### src/rtl/mvma_pkg.sv
// Shared constants, types and state encoding for the matrix-vector MAC driver.
package mvma_pkg;

  localparam int unsigned BYTE_W = 8;
  localparam int unsigned RES_W  = 16;

  // Frame layout: K*K matrix bytes, then K bias bytes, then K vector bytes.
  function automatic int unsigned frame_len(input int unsigned k);
    return k * k + 2 * k;
  endfunction

  localparam int unsigned MVMA_K  = 4;
  localparam int unsigned MVMA_FL = frame_len(MVMA_K);

  typedef logic signed [BYTE_W-1:0] mvma_byte_t;
  typedef logic signed [RES_W-1:0]  mvma_res_t;

  typedef logic [1:0] mvma_state_t;
  localparam mvma_state_t ST_IDLE = 2'd0;
  localparam mvma_state_t ST_SEND = 2'd1;
  localparam mvma_state_t ST_RECV = 2'd2;
  localparam mvma_state_t ST_DONE = 2'd3;

endpackage : mvma_pkg

### src/rtl/mvma_frame_buf.sv
// Frame register file: one synchronous write port, one asynchronous read port.
// Not reset; contents are only meaningful once the host has written them.
module mvma_frame_buf
  import mvma_pkg::*;
#(
  parameter int unsigned DEPTH = MVMA_FL,
  parameter int unsigned AW    = $clog2(MVMA_FL)
) (
  input  logic              clk,
  input  logic              wr_en,
  input  logic [AW-1:0]     wr_addr,
  input  logic [BYTE_W-1:0] wr_data,
  input  logic [AW-1:0]     rd_addr,
  output logic [BYTE_W-1:0] rd_data_c
);

  mvma_byte_t mem [DEPTH];

  // Host write; addresses beyond the frame are dropped.
  always_ff @(posedge clk) begin
    if (wr_en && (32'(wr_addr) < DEPTH)) begin
      mem[wr_addr] <= wr_data;
    end
  end

  assign rd_data_c = mem[rd_addr];

endmodule : mvma_frame_buf

### src/rtl/mvma_driver.sv
// Streams a buffered matrix/bias/vector frame to the MAC engine and captures
// the K results it returns into a readable result buffer.
module mvma_driver
  import mvma_pkg::*;
#(
  parameter int unsigned K = MVMA_K
) (
  input  logic                                clk,
  input  logic                                reset,
  input  logic                                cfg_wr_en,
  input  logic [$clog2(frame_len(K))-1:0]     cfg_addr,
  input  logic [BYTE_W-1:0]                   cfg_data,
  input  logic                                start,
  output logic                                busy,
  output logic                                done,
  output logic                                tx_valid,
  input  logic                                tx_ready,
  output logic [BYTE_W-1:0]                   tx_data,
  input  logic                                rx_valid,
  output logic                                rx_ready,
  input  logic [RES_W-1:0]                    rx_data,
  input  logic                                rx_overflow,
  input  logic [$clog2(K)-1:0]                res_addr,
  output logic [RES_W-1:0]                    res_data,
  output logic                                res_ovf
);

  localparam int unsigned FL     = frame_len(K);
  localparam int unsigned SEND_W = $clog2(FL);
  localparam int unsigned RX_W   = $clog2(K);

  mvma_state_t       state_q, state_d;
  logic [SEND_W-1:0] send_cnt_q, send_cnt_d;
  logic [RX_W-1:0]   rx_cnt_q, rx_cnt_d;
  logic              busy_d, done_d, tx_valid_d, rx_ready_d;
  logic              cfg_we;
  logic              capture;
  logic              tx_last;
  logic              rx_last;

  mvma_res_t         res_q [K];
  logic [K-1:0]      ovf_q;

  assign tx_last = (send_cnt_q == SEND_W'(FL - 1));
  assign rx_last = (rx_cnt_q == RX_W'(K - 1));

  mvma_frame_buf #(
    .DEPTH (FL),
    .AW    (SEND_W)
  ) u_frame_buf (
    .clk       (clk),
    .wr_en     (cfg_we),
    .wr_addr   (cfg_addr),
    .wr_data   (cfg_data),
    .rd_addr   (send_cnt_q),
    .rd_data_c (tx_data)
  );

  // Next-state, counter and registered-output decode.
  always_comb begin
    state_d    = state_q;
    send_cnt_d = send_cnt_q;
    rx_cnt_d   = rx_cnt_q;
    cfg_we     = 1'b0;
    capture    = 1'b0;

    case (state_q)
      ST_IDLE: begin
        cfg_we = cfg_wr_en;
        if (start) begin
          state_d    = ST_SEND;
          send_cnt_d = '0;
        end
      end
      ST_SEND: begin
        if (tx_valid && tx_ready) begin
          if (tx_last) begin
            state_d    = ST_RECV;
            send_cnt_d = '0;
            rx_cnt_d   = '0;
          end else begin
            send_cnt_d = send_cnt_q + SEND_W'(1);
          end
        end
      end
      ST_RECV: begin
        if (rx_valid && rx_ready) begin
          capture = 1'b1;
          if (rx_last) begin
            state_d  = ST_DONE;
            rx_cnt_d = '0;
          end else begin
            rx_cnt_d = rx_cnt_q + RX_W'(1);
          end
        end
      end
      ST_DONE: begin
        state_d = ST_IDLE;
      end
      default: begin
        state_d = ST_IDLE;
      end
    endcase

    busy_d     = (state_d != ST_IDLE);
    tx_valid_d = (state_d == ST_SEND);
    rx_ready_d = (state_d == ST_RECV);
    done_d     = (state_d == ST_DONE);
  end

  // State, counters and handshake/status outputs.
  always_ff @(posedge clk or negedge reset) begin
    if (!reset) begin
      state_q    <= ST_IDLE;
      send_cnt_q <= '0;
      rx_cnt_q   <= '0;
      busy       <= 1'b0;
      tx_valid   <= 1'b0;
      rx_ready   <= 1'b0;
      done       <= 1'b0;
    end else begin
      state_q    <= state_d;
      send_cnt_q <= send_cnt_d;
      rx_cnt_q   <= rx_cnt_d;
      busy       <= busy_d;
      tx_valid   <= tx_valid_d;
      rx_ready   <= rx_ready_d;
      done       <= done_d;
    end
  end

  // Result capture; values persist until overwritten or reset.
  always_ff @(posedge clk or negedge reset) begin
    if (!reset) begin
      for (int i = 0; i < int'(K); i++) begin
        res_q[i] <= '0;
      end
      ovf_q <= '0;
    end else if (capture) begin
      res_q[rx_cnt_q] <= rx_data;
      ovf_q[rx_cnt_q] <= rx_overflow;
    end
  end

  assign res_data = res_q[res_addr];
  assign res_ovf  = ovf_q[res_addr];

endmodule : mvma_driver

### config.mk
export PLATFORM = sky130hd
export DESIGN_NAME = mvma_driver
export DESIGN_NICKNAME = d
export VERILOG_FILES = /design/src/rtl/mvma_pkg.sv /design/src/rtl/mvma_frame_buf.sv /design/src/rtl/mvma_driver.sv
export SDC_FILE = /design/constraint.sdc
export NUM_CORES = 1
export LEC_CHECK = 0
export CORE_UTILIZATION = 48
export DETAILED_ROUTE_END_ITERATION = 12
export PLACE_DENSITY = 0.73
export SYNTH_ARGS = -nofsm -noshare
export SYNTH_HDL_FRONTEND = slang
export SYNTH_SLANG_ARGS = --single-unit
### constraint.sdc
create_clock -name clk -period 2.2 [get_ports clk]
set_clock_uncertainty 0.15 [all_clocks]
set_input_delay 0.44 -clock clk [delete_from_list [all_inputs] [get_ports clk]]
set_output_delay 0.44 -clock clk [all_outputs]
set_load 0.02 [all_outputs]
==> results.md <==
* Clock Path Buffers at 3
* Power per Cell Area at 1030 nW/um^2
* Number of global-route vias before repair at between 6000 and 7000
* Post-Synthesis Cell Area at 11300 um^2
* Worst skew pair latency at 0.53 ns
* H-tree levels at 1
* RSZ-0062 raised after global routing: true
* GR Util met3 at 3.76%
* Worst setup SP type: flop
* Net load switching power at between 0.004 and 0.005 W
* Final worst setup slack at -0.795 ns
* # rows at 55
* ANT cells at 0
* CTS root buf: clkbuf_16
* CP startpoint: send_cnt_q[0]$_DFFE_PN0P_
* Sw Ratio at between 20% and 30%
* Initial drt markers at 430
* Initial antenna violation count at 0
* Dpl ws at -0.713 ns
* GRT Util Overall at 21.1%
* Most used routing layer: met2
* FF-to-FF Start: send_cnt_q[0]$_DFFE_PN0P_
* Max_slew headroom at approximately 29%
* Chip Height at about 160 um
* Top FF cell, synth: edfxtp_1
* Cell taking the most area after synthesis: edfxtp_1
* Met2 usage at 35.0%
* FF+latch count, synth at 273
* Vias at 6096
* Top-count cell post-synth: edfxtp_1
* Final setup vio count at 8
* Critical Path Fanout Max at 7
* TritonCTS sink count at about 270
* Starting Density at around 49%
* Period utilization at 136%
* FFs w/ async S/R, synth at 29.7%
* Max Clk Rate at ~0.33 GHz
* Final worst path period need at ~3.0 ns
* Run status: finished with violations
* Failing checks: negative setup slack
* Post-synthesis cell type count at 46
* Post-DP Area at roughly 13000 um^2
* Setup TNS at -6.13 ns
* Avg WL per Cell at 23.2 um
* HP Class: input port to asynchronous set/reset pin
* Die X at about 160 um
* Sequential Power Share at about two fifths
* Worst Setup End Kind: output port
* Io pins at 67
* Post-DP HPWL at about 16000 um
* Core area at roughly 23000 um^2
* Yosys warns at 0
* DRT Pass-1 Iters at 5
* DR vias/cell at ~5.7
* Internal power at around 0.010 W
* Congestion Overflow GR at 0
* CP required at approximately 1.6 ns
* Wirelength, routed at roughly 25000 um
* Clock power frac at 30.3%
* Pleak at around 5.4 nW
* CTS buffer count at 29
* Hold Violations, Final at 0
* Placer Congestion at roughly 0.8
* Critical path class: flop to output port
* Die area at around 24000 um^2
* EDFF count, synth at roughly 190
* Share of cells above drive strength 1 at 43.3%
* # port buffers at between 60 and 70
* Routing usage on met1 at 28.3%
* Post-synth top area share at around half
* Fin area at ~14000 um^2
* Clk pin slew, worst setup/hold paths at 0.06 ns
* Drt drc at 0
* Seq/Total Area, Yosys at between 60 and 70%
* CTS tree: yes
* Worst path arrival time at between 2 and 2.5 ns
* Nets at 775
* Worst VDD drop at 773 uV
* Worst-margin pin slew at about 1.1 ns
* Cells after synthesis at ~560
* First-pass GRT wire length at between 30000 and 40000 um
* Maxcap violations at 0
* Synthesized Nets at 604
* Routed Antenna Nets at 0
* Area contributors post-synth: edfxtp_1 (51%), dfrtp_1 (18%), mux4_2 (9.4%), mux2_4 (5.2%), mux4_1 (4.2%)
* Largest net degree at the start of global routing at 38
* Area Growth Syn to Fin at 25.2%
* Top cells by count, synth: edfxtp_1 (192), dfrtp_1 (81), mux4_2 (47)
* Max Slew Vio Count at 0
* Combinational Power Share at 30.3%
* Syn Area/Cell at 20.1 um^2
cells in the final DEF (no fill, tap or decap), types with 3 or more instances in the layout:
cell	instances
o22ai_2	10
nand2_4	4
dfrtp_1	79
clkbuf_16	30
o22ai_1	6
buf_2	13
mux2_2	30
mux2_4	39
clkinv_1	4
a21oi_1	3
ha_1	4
buf_4	87
inv_1	6
o21ai_0	4
edfxtp_1	192
buf_12	16
nor3_1	3
mux2i_4	6
mux4_2	53
buf_6	7
nand4_1	3
nand4b_1	5
nor2_1	28
nand2b_1	4
mux4_1	12
nand2_1	3
clkbuf_1	11
clkdlybuf4s50_1	37
clkinv_2	5
a221oi_2	8
logic make-up after synthesis:
logic type,count (synthesis),share of synthesized area [%]
AOI/OAI and AO/OA,39,2.38
adders and majority gates,5,0.554
muxes,142,22.5
DFF,273,69.0
and+or+nand+nor,66,3.39
buffers and inverters,36,2.17
power by group through the flow:
stage / Clock [W] / Sequential (W) / Combinational, W
floorplan: 0 / 0.00577 / 0.00229
global placement: 0 / 0.00582 / 0.00352
detailed placement: 0 / 0.00583 / 0.00358
CTS: 0.00450 / 0.00573 / 0.00434
global route: 0.00467 / 0.00574 / 0.00466
finish: 0.00441 / 0.00573 / 0.00442
worst paths after layout:
kind | end | slack [ns] | cells past startpoint
setup / recovery | tx_data[4] | -0.79 | 7
hold / removal | busy$_DFF_PN0_ | 0.27 | 2
setup reg to reg | rx_cnt_q[0]$_DFFE_PN0P_ | 0.04 | 9
hold reg to reg | res_q[31]$_DFFE_PN0P_ | 0.35 | 1
max in group asynchronous | res_q[57]$_DFFE_PN0P_ | 1.00 | 3
min in group clk | res_q[31]$_DFFE_PN0P_ | 0.35 | 1
critical path, stage by stage, from the launching register on:
cell and delay, ns:
dfrtp_2 0.41, buf_12 0.13, buf_12 0.12, buf_16 0.14
mux4_2 0.54, mux2i_4 0.23, a221oi_2 0.08, buf_2 0.20
state kept, by name, summed over array words and instances, names as in the netlist:
name	cells
busy	1
done	1
ovf_q	4
res_q	64
rx_cnt_q	2
rx_ready	1
send_cnt_q	5
state_q	2
tx_valid	1
u_frame_buf.mem	192
per-stage QoR:
step	util [%]	cells	power (W)	hold WS (ns)
6_report	61.9	1066	0.0146	0.271
4_1_cts	61.6	1062	0.0146	0.271
5_1_grt	61.9	1066	0.0151	0.313
3_5_place_dp	56.3	988	0.00941	0.292
2_1_floorplan	-	561	0.00807	-0.00559
3_3_place_gp	56.3	988	0.00934	0.282
what timing repair did:
| action | in CTS | in global routing |
|---|---|---|
| pin swaps | 6 | 6 |
| gates resized for setup | 155 | 19 |
| cloned | 3 | 0 |
| setup buffers | 19 | 5 |
| hold buffers | 1 | 0 |
| setup endpoints to repair | 25 | 14 |
| hold endpoints to repair | 35 | 0 |
per-layer routing:
layer	vias up	wire [um]
met3	53	1530
met1	3184	10200
met4	0	728
met5	-	0
li1	2636	-
met2	223	12300
layout make-up:
| type | count | area (um^2) |
|---|---|---|
| Clock buffer | 41 | 792 |
| Clock inverter | 11 | 65.1 |
| Fill cell | 1618 | 8710 |
| Inverter | 9 | 36.3 |
| Multi-Input combinational cell | 252 | 3450 |
| Sequential cell | 273 | 7790 |
| Tap cell | 313 | 392 |
| Timing Repair Buffer | 167 | 1610 |
(Power assumes the default switching activity.)
